**config.mk**
```make
export PLATFORM = sky130hd
export DESIGN_NAME = fp_mul_arbiter
export DESIGN_NICKNAME = d
export VERILOG_FILES = /design/src/rtl/fp_mul_pkg.sv /design/src/rtl/rr_arbiter.sv /design/src/rtl/fp_mul_arbiter.sv
export SDC_FILE = /design/constraint.sdc
export NUM_CORES = 1
export LEC_CHECK = 0
export ABC_CLOCK_PERIOD_IN_PS = 11200
export CORE_AREA = 5 5 152 154
export CTS_CLUSTER_SIZE = 40
export DETAILED_ROUTE_END_ITERATION = 8
export DIE_AREA = 0 0 157 159
export PLACE_DENSITY = 0.49
export SLEW_MARGIN = 10
export SYNTH_ARGS = -nofsm -noshare
export SYNTH_HDL_FRONTEND = slang
export SYNTH_HIERARCHICAL = 1
export SYNTH_SLANG_ARGS = --single-unit
```
**constraint.sdc**
```tcl
create_clock -name clk -period 11.2 [get_ports clk]
set_clock_uncertainty 0.2 [all_clocks]
set_input_delay 1.68 -clock clk [delete_from_list [all_inputs] [get_ports clk]]
set_output_delay 1.68 -clock clk [all_outputs]
set_load 0.005 [all_outputs]
```
**src/rtl/fp_mul_pkg.sv**
```systemverilog
// Shared types and defaults for the round-robin front end of a pipelined FP multiplier.
package fp_mul_pkg;

  localparam int NUM_REQ     = 4;
  localparam int MUL_LATENCY = 2;
  localparam int ID_W        = (NUM_REQ > 1) ? $clog2(NUM_REQ) : 1;

  typedef logic [ID_W-1:0] req_id_t;

  // One in-flight operation: which requester the multiplier result belongs to.
  typedef struct packed {
    logic    valid;
    req_id_t id;
  } tag_t;

endpackage

```
**src/rtl/rr_arbiter.sv**
```systemverilog
// Round-robin arbiter: the requester after the last granted index has top priority.
module rr_arbiter
  import fp_mul_pkg::*;
#(
  parameter int N = NUM_REQ
) (
  input  logic          clk,
  input  logic          nreset,
  input  logic [N-1:0]  req_i,
  input  logic          xfer_i,
  output logic [N-1:0]  grant_o,
  output req_id_t       grant_id_o
);

  req_id_t       last_q;
  req_id_t       last_d;
  logic          found;
  logic [ID_W:0] sum;
  req_id_t       idx;

  // Scan starting one past the last grant, wrapping modulo N.
  always_comb begin
    grant_o    = '0;
    grant_id_o = '0;
    found      = 1'b0;
    sum        = '0;
    idx        = '0;
    for (int off = 1; off <= N; off++) begin
      sum = {1'b0, last_q} + (ID_W+1)'(off);
      if (sum >= (ID_W+1)'(N)) sum = sum - (ID_W+1)'(N);
      idx = sum[ID_W-1:0];
      if (!found && req_i[idx]) begin
        found      = 1'b1;
        grant_o    = '0;
        grant_o[idx] = 1'b1;
        grant_id_o = idx;
      end
    end
  end

  always_comb begin
    last_d = last_q;
    if (xfer_i) last_d = grant_id_o;
  end

  // Reset value N-1 gives requester 0 the highest priority.
  always_ff @(posedge clk or negedge nreset) begin
    if (!nreset) last_q <= req_id_t'(N-1);
    else         last_q <= last_d;
  end

endmodule

```
**src/rtl/fp_mul_arbiter.sv**
```systemverilog
// Shares one pipelined FP multiplier among NUM_REQ requesters; results are routed back by tag.
module fp_mul_arbiter #(
  parameter int NUM_REQ     = fp_mul_pkg::NUM_REQ,
  parameter int MUL_LATENCY = fp_mul_pkg::MUL_LATENCY
) (
  input  logic                     clk,
  input  logic                     nreset,
  input  logic                     en,
  input  logic [NUM_REQ-1:0]       req_valid,
  input  logic [NUM_REQ-1:0][31:0] req_a,
  input  logic [NUM_REQ-1:0][31:0] req_b,
  output logic [NUM_REQ-1:0]       req_ready,
  output logic [31:0]              mul_a,
  output logic [31:0]              mul_b,
  input  logic [31:0]              mul_result,
  output logic [NUM_REQ-1:0]       rsp_valid,
  output logic [31:0]              rsp_data,
  output logic                     busy
);
  import fp_mul_pkg::*;

  // Handshake: an operation transfers on the rising edge where req_valid[i] && req_ready[i];
  // req_ready is derived only from req_valid, en and the pointer, never from itself.
  // Responses carry no ready: rsp_valid[i] is a one-cycle strobe that must be accepted.

  logic               en_eff;
  logic [NUM_REQ-1:0] req_gated;
  logic [NUM_REQ-1:0] grant;
  req_id_t            grant_id;
  logic               xfer;
  tag_t               tag_d;
  tag_t               tag_q [MUL_LATENCY];
  tag_t               tag_last;

  // Gating with nreset keeps grants and operands quiet while reset is held.
  assign en_eff    = en & nreset;
  assign req_gated = req_valid & {NUM_REQ{en_eff}};

  rr_arbiter #(.N(NUM_REQ)) u_arb (
    .clk        (clk),
    .nreset     (nreset),
    .req_i      (req_gated),
    .xfer_i     (xfer),
    .grant_o    (grant),
    .grant_id_o (grant_id)
  );

  assign xfer      = |(grant & req_valid);
  assign req_ready = grant;
  assign mul_a     = xfer ? req_a[grant_id] : 32'h0;
  assign mul_b     = xfer ? req_b[grant_id] : 32'h0;

  always_comb begin
    tag_d.valid = xfer;
    tag_d.id    = xfer ? grant_id : '0;
  end

  always_ff @(posedge clk or negedge nreset) begin
    if (!nreset) begin
      for (int i = 0; i < MUL_LATENCY; i++) tag_q[i] <= '0;
    end else begin
      tag_q[0] <= tag_d;
      for (int i = 1; i < MUL_LATENCY; i++) tag_q[i] <= tag_q[i-1];
    end
  end

  assign tag_last = tag_q[MUL_LATENCY-1];
  assign rsp_data = tag_last.valid ? mul_result : 32'h0;

  always_comb begin
    rsp_valid = '0;
    if (tag_last.valid) rsp_valid[tag_last.id] = 1'b1;
  end

  always_comb begin
    busy = 1'b0;
    for (int i = 0; i < MUL_LATENCY; i++) busy = busy | tag_q[i].valid;
  end

endmodule

```
## After elaboration in Yosys (flattened, before gate mapping)

Cells that the tools add are included.

- Output and inout port bits: 105
- Bits in registers: 8
- Input port bits: 295
- Word-level logic and storage cells: 86

- Add/sub/neg operators: 8
- Order comparisons: 15
- Bitwise gates (word level): 4
- Reductions and logical operators: 12
- Muxes and demuxes: 42

Operators by type and width:

| operator | number |
|---|---|
| $mux W32 | 5 |
| $bmux W32 S2 | 2 |
| $mux W4 | 5 |
| $lt A2 B3 Y1 const B | 6 |
| $mux W2 | 9 |
| $ge A3 B3 Y1 const B | 4 |
| $mux W1 | 12 |
| $demux W1 S2 | 5 |
| $ge A2 B1 Y1 const B | 5 |
| $and A4 B4 Y4 | 2 |
| $bmux W1 S2 | 4 |
| $logic_and A1 B1 Y1 | 8 |
| $sub A2 B1 Y2 const B | 4 |
| $add A2 B2 Y3 const B | 2 |
| $reduce_or A4 Y1 | 1 |
| $add A2 B1 Y3 const B | 1 |
| $add A2 B3 Y3 const B | 1 |
| $logic_not A1 Y1 | 3 |
| $and A1 B1 Y1 | 1 |
| $or A1 B1 Y1 | 1 |

## Longest topological paths before layout

- Word-level depth: 18
- Gate-level depth with buffers: 16
- Gate-level depth less buffers: 12

## Modules after synthesis

Netlist, hierarchy kept.

Modules (own cells, without submodules):

| module | seq. area each (sq um) | area each (sq um) | cells each | times used |
|---|---|---|---|---|
| fp_mul_arbiter | 150.1 | 2544.9 | 213 | 1 |
| rr_arbiter | 52.6 | 556.8 | 64 | 1 |

## Worst setup path before layout

Ideal clock, no wire load.

- Path kind: input -> output
- Start point: input port en
- End point: output port mul_b[10]
- Path slack: 5.156 ns
- Buffers on the path: 3
- Arrival: 4.164 ns
- Data required time: 9.320 ns
- Stages: 11
- Cell sequence: and3_1 > mux4_2 > nand2b_4 > or3b_1 > buf_6 > nor2_1 > a21oi_1 > a22oi_1 > clkbuf_1 > clkbuf_1 > a21boi_1

- Longest elaborated chain between the ends: 17
- Elaborated cells between the ends (all ways): 32
- Classes of those cells: mux (22); bitwise (3); reduce/logical (7)

Ends and longest elaborated chain:

| what | line | text |
|---|---|---|
| start: declaration | fp_mul_arbiter.sv:8 | `input logic en,` |
| $and A1 B1 Y1 (*) | fp_mul_arbiter.sv:36 | `assign en_eff = en & nreset;` |
| $and A4 B4 Y4 (*) | fp_mul_arbiter.sv:37 | `assign req_gated = req_valid & {NUM_REQ{en_eff}};` |
| $bmux W1 S2 | rr_arbiter.sv:32 | `if (!found && req_i[idx]) begin` |
| $mux W1 (implied by the code) | rr_arbiter.sv:32 |  |
| $mux W1 | rr_arbiter.sv:32 |  |
| $logic_not A1 Y1 | rr_arbiter.sv:32 |  |
| $logic_and A1 B1 Y1 | rr_arbiter.sv:32 |  |
| $mux W1 | rr_arbiter.sv:32 |  |
| (+2 left out) | - |  |
| $mux W1 | rr_arbiter.sv:32 |  |
| $logic_not A1 Y1 | rr_arbiter.sv:32 |  |
| $logic_and A1 B1 Y1 | rr_arbiter.sv:32 |  |
| $mux W4 (*) | rr_arbiter.sv:32 |  |
| named net req_ready[0] | fp_mul_arbiter.sv:12 | `output logic [NUM_REQ-1:0] req_ready,` |
| $and A4 B4 Y4 (*) | fp_mul_arbiter.sv:48 | `assign xfer = \|(grant & req_valid);` |
| $reduce_or A4 Y1 (*) | fp_mul_arbiter.sv:48 |  |
| $mux W32 (*) | fp_mul_arbiter.sv:51 | `assign mul_b = xfer ? req_b[grant_id] : 32'h0;` |
| end: declaration | fp_mul_arbiter.sv:14 | `output logic [31:0] mul_b,` |

Mark *: on every way through the listed nets, which the timed path passes. The rest lies on a longest branch. The select of a mux whose other input is x is not followed.

## Worst setup path after layout

- Start point: input port nreset
- End point: output port mul_a[2]

- Longest elaborated chain between the ends: 17
- Elaborated cells between the ends (all ways): 32
- Classes of those cells: mux (22); bitwise (3); reduce/logical (7)

Ends and longest elaborated chain:

| what | line | text |
|---|---|---|
| start: declaration | fp_mul_arbiter.sv:7 | `input logic nreset,` |
| $and A1 B1 Y1 (*) | fp_mul_arbiter.sv:36 |  |
| $and A4 B4 Y4 (*) | fp_mul_arbiter.sv:37 |  |
| named net req_gated[0] | fp_mul_arbiter.sv:27 | `logic [NUM_REQ-1:0] req_gated;` |
| $bmux W1 S2 | rr_arbiter.sv:32 |  |
| $mux W1 (implied by the code) | rr_arbiter.sv:32 |  |
| $mux W1 | rr_arbiter.sv:32 |  |
| $logic_not A1 Y1 | rr_arbiter.sv:32 |  |
| $logic_and A1 B1 Y1 | rr_arbiter.sv:32 |  |
| (+3 left out) | - |  |
| $mux W1 | rr_arbiter.sv:32 |  |
| $logic_not A1 Y1 | rr_arbiter.sv:32 |  |
| $logic_and A1 B1 Y1 | rr_arbiter.sv:32 |  |
| $mux W2 (*) | rr_arbiter.sv:32 |  |
| named net grant_id[1] | fp_mul_arbiter.sv:29 | `req_id_t grant_id;` |
| $bmux W32 S2 (*) | fp_mul_arbiter.sv:50 | `assign mul_a = xfer ? req_a[grant_id] : 32'h0;` |
| $mux W32 (implied by the code) (*) | fp_mul_arbiter.sv:50 |  |
| $mux W32 (*) | fp_mul_arbiter.sv:50 |  |
| end: declaration | fp_mul_arbiter.sv:13 | `output logic [31:0] mul_a,` |

Marks and branches as above.

==> metrics.yaml <==
die:
  die_h_um: 159
  ios: 400
  initial_core_util_pct: 14.39
  core_mm2: 0.02155
  row_count: 54
  die_area_mm2: 0.02496
  die_w_um: 157
timing:
  fin_crit_ns: 8.436
  rsz0062_at_grt: "no"
  hold_viol_final: 0
  timing.final.crit_share_pct: 75.32
  finalSetupTns_ns: 0
  timing.fmax_ghz: 0.1185
  setup_violations: 0
  report.final.slew_viol_count: 0
  worst_pin_slew_ns: 1.126
  maxSlewHeadroom_pct: 24.64
global_routing:
  grt_overflow: 0
  antenna_found_initial: 3
  grt_pass1_wl_um: 27730
  grt_pass1_vias: 4407
  grtUsageTotal_pct: 14.20
  grt_max_degree: 68
clock_tree:
  postCtsResizedCells: 0
  clockBufferDepth: 2
  cts_setup_buffers: 0
  hold_buffers: 0
  clkSinkCount: 8
  cts_buffers: 3
  clk_pin_slew_worst_paths_ns: 0.04
  clk_latency_ns: 0.24
  ctsHtreeMaxLevel: 1
  cts_tree: "built"
  cts_root_buffer: "clkbuf_16"
placement:
  hpwl_um: 16330
  portBuffers: 399
  numPlacedInstances: 926
  place_congestion: 0.8147
synthesis:
  synth_warnings: 6
  ys_seq_elements: 8
  synth_flop_cell: "dfrtp_1"
  syn-num-nets: 580
  synth-edff-count: 0
  syn_inst: 277
  synthesis.area_mm2: 0.003102
  syn_area_per_cell_um2: 11.20
  synth_top_area_share_pct: 47.20
  synthDistinctLibCells: 34
  async_flop_share_pct: 100.0
  yosys.area.top_type: "mux4_2"
  synth_area_leaders: "mux4_2, a21boi_1, and2_1"
  yosysSeqAreaShare_pct: 6.535
routing:
  first_pass_iters: 6
  drtIter0Drc: 186
  detail_route.wl_per_cell_um: 20.56
  antenna_left: 0
  vias: 4082
  vias_per_cell: 4.375
  drc_errors: 0
  drt-total-wl_um: 19180
worst_setup_path:
  cp_num_cells: 9
  crit_path_max_fanout: 33
  cpPeakStageDelay_ns: 0.92
  critPathCaptureType: "output pin"
  crit_family: "buffers and inverters"
  rr_worst_depth: 12
  crit_path_start: "nreset"
  reg2reg_from: "u_arb/last_q[0]"
  crit_required_ns: 9.32
  cp.arrival_ns: 6.56
  cp-start-kind: "input pin"
  crit_chain: "clkdlybuf4s50_1 -> and3_1 -> mux4_1 -> or3b_1 -> o21ai_4 -> buf_4 -> mux4_2 -> a21boi_0 -> clkdlybuf4s50_1"
  crit_buf_inv: 3
  path_class: "input pin to output pin"
  crit_top_cell: "clkdlybuf4s50_1"
  slowest_stage: "o21ai_4"
min_path:
  whs_path_depth: 0
  hp-class: "flip-flop to flip-flop"
  worstHoldStart: "tag_q[3]"
pwr:
  p_int_w: 0.0008289
  power.share.sequential_pct: 5.1
  pwr-share-clk_pct: 4.7
  cellLeakagePower_nw: 2.576
  power_switching_w: 0.0005110
  switching_share_pct: 38.14
  power_density_mw_per_mm2: 181.2
  comb_power_share_pct: 90.2
  ir_worst_vdd_mv: 0.1715
final_layout:
  synthToLayoutAreaGrowth_pct: 138.4
  nets: 954
  drive_gt1_share_pct: 13.08
  final_cell_mix: "clkdlybuf4s50_1, mux4_2, a21boi_1"
  final_common_cell: "clkdlybuf4s50_1"
  final-instance-count-excl-fill: 933
run:
  drv_cap: 0
status:
  status: "completed"
registers in the layout (all words and copies together) (netlist names):
register / flops
tag_last: 3
tag_q: 3
u_arb/last_q: 2
worst register-to-register path, stage by stage, from the launching register on:
cell      delay (ns)
dfstp_2         0.70
inv_1           0.24
ha_1            0.39
mux4_2          0.37
nand2b_4        0.19
or3b_1          0.54
nor2_1          0.19
a21oi_1         0.10
a22oi_2         0.16
buf_4           0.65
nand2_1         0.36
nand2_4         0.14
mux2i_1         0.23
layout make-up:
class | instances | area, um2
Fill cell | 2139 | 14160
Antenna cell | 3 | 7.507
Timing Repair Buffer | 404 | 4031
Inverter | 5 | 18.77
Multi-Input combinational cell | 229 | 2705
Clock buffer | 4 | 78.83
Tap cell | 280 | 350.3
Sequential cell | 8 | 202.7
power by group through the flow:
stage / Sequential [W] / Clock, W / Combinational (W)
after CTS: 0.0000698 / 0.0000639 / 0.00123
after global placement: 0.0000691 / 0 / 0.00123
after global routing: 0.0000738 / 0.0000659 / 0.00131
after detailed placement: 0.0000703 / 0 / 0.00123
after floorplan: 0.0000523 / 0 / 0.000667
final: 0.0000690 / 0.0000625 / 0.00121
path summary, 6_finish.rpt:
path                                    to  slack (ns)
setup / recovery                  mul_a[2]        2.76
hold / removal                 tag_last[0]        0.14
setup reg to reg           u_arb/last_q[1]        6.64
hold reg to reg                tag_last[0]        0.14
max in group asynchronous  u_arb/last_q[1]        8.88
min in group asynchronous      tag_last[2]        1.57
synthesized netlist by cell type, types with 2 or more instances:
cell / n
and2_1: 33
dfrtp_1: 6
nor2_1: 11
mux4_1: 2
a311o_1: 3
ha_1: 8
a21boi_0: 17
and3_1: 5
nand2_1: 10
mux4_2: 65
a21boi_1: 49
buf_6: 8
a31oi_1: 2
clkbuf_1: 19
mux2i_1: 5
dfstp_2: 2
a21oi_1: 5
buf_2: 7
inv_1: 5
layer usage:
layer / share of wire (%) / GRT usage [%]
met1: 36 / 15.82
met2: 54 / 26.91
met3: 9.8 / 3.697
met4: 0.78 / 2.761
met5: 0 / 0
cells by family after synthesis:
family	synth area share, %
AO/OA/AOI/OAI	20.45
multiplexers	50.87
AND/OR/NAND/NOR	11.74
buffers and inverters	7.181
adder cells (fa/ha/maj)	3.227
flip-flops	6.535
stage by stage:
stage                     hold WS, ns  util, %  area [um2]  setup slack, ns  total power [W]
after CTS                      0.1375    34.27        7387            2.713         0.001366
final                          0.1356    34.31        7395            2.764         0.001340
after global routing           0.1508    34.31        7395            2.385         0.001445
after global placement         0.1325    33.91        7308            2.856         0.001294
after floorplan                0.1312        -        3102            5.156        0.0007191
after detailed placement       0.1379    33.91        7308            2.712         0.001297
(Power assumes the default switching activity.)
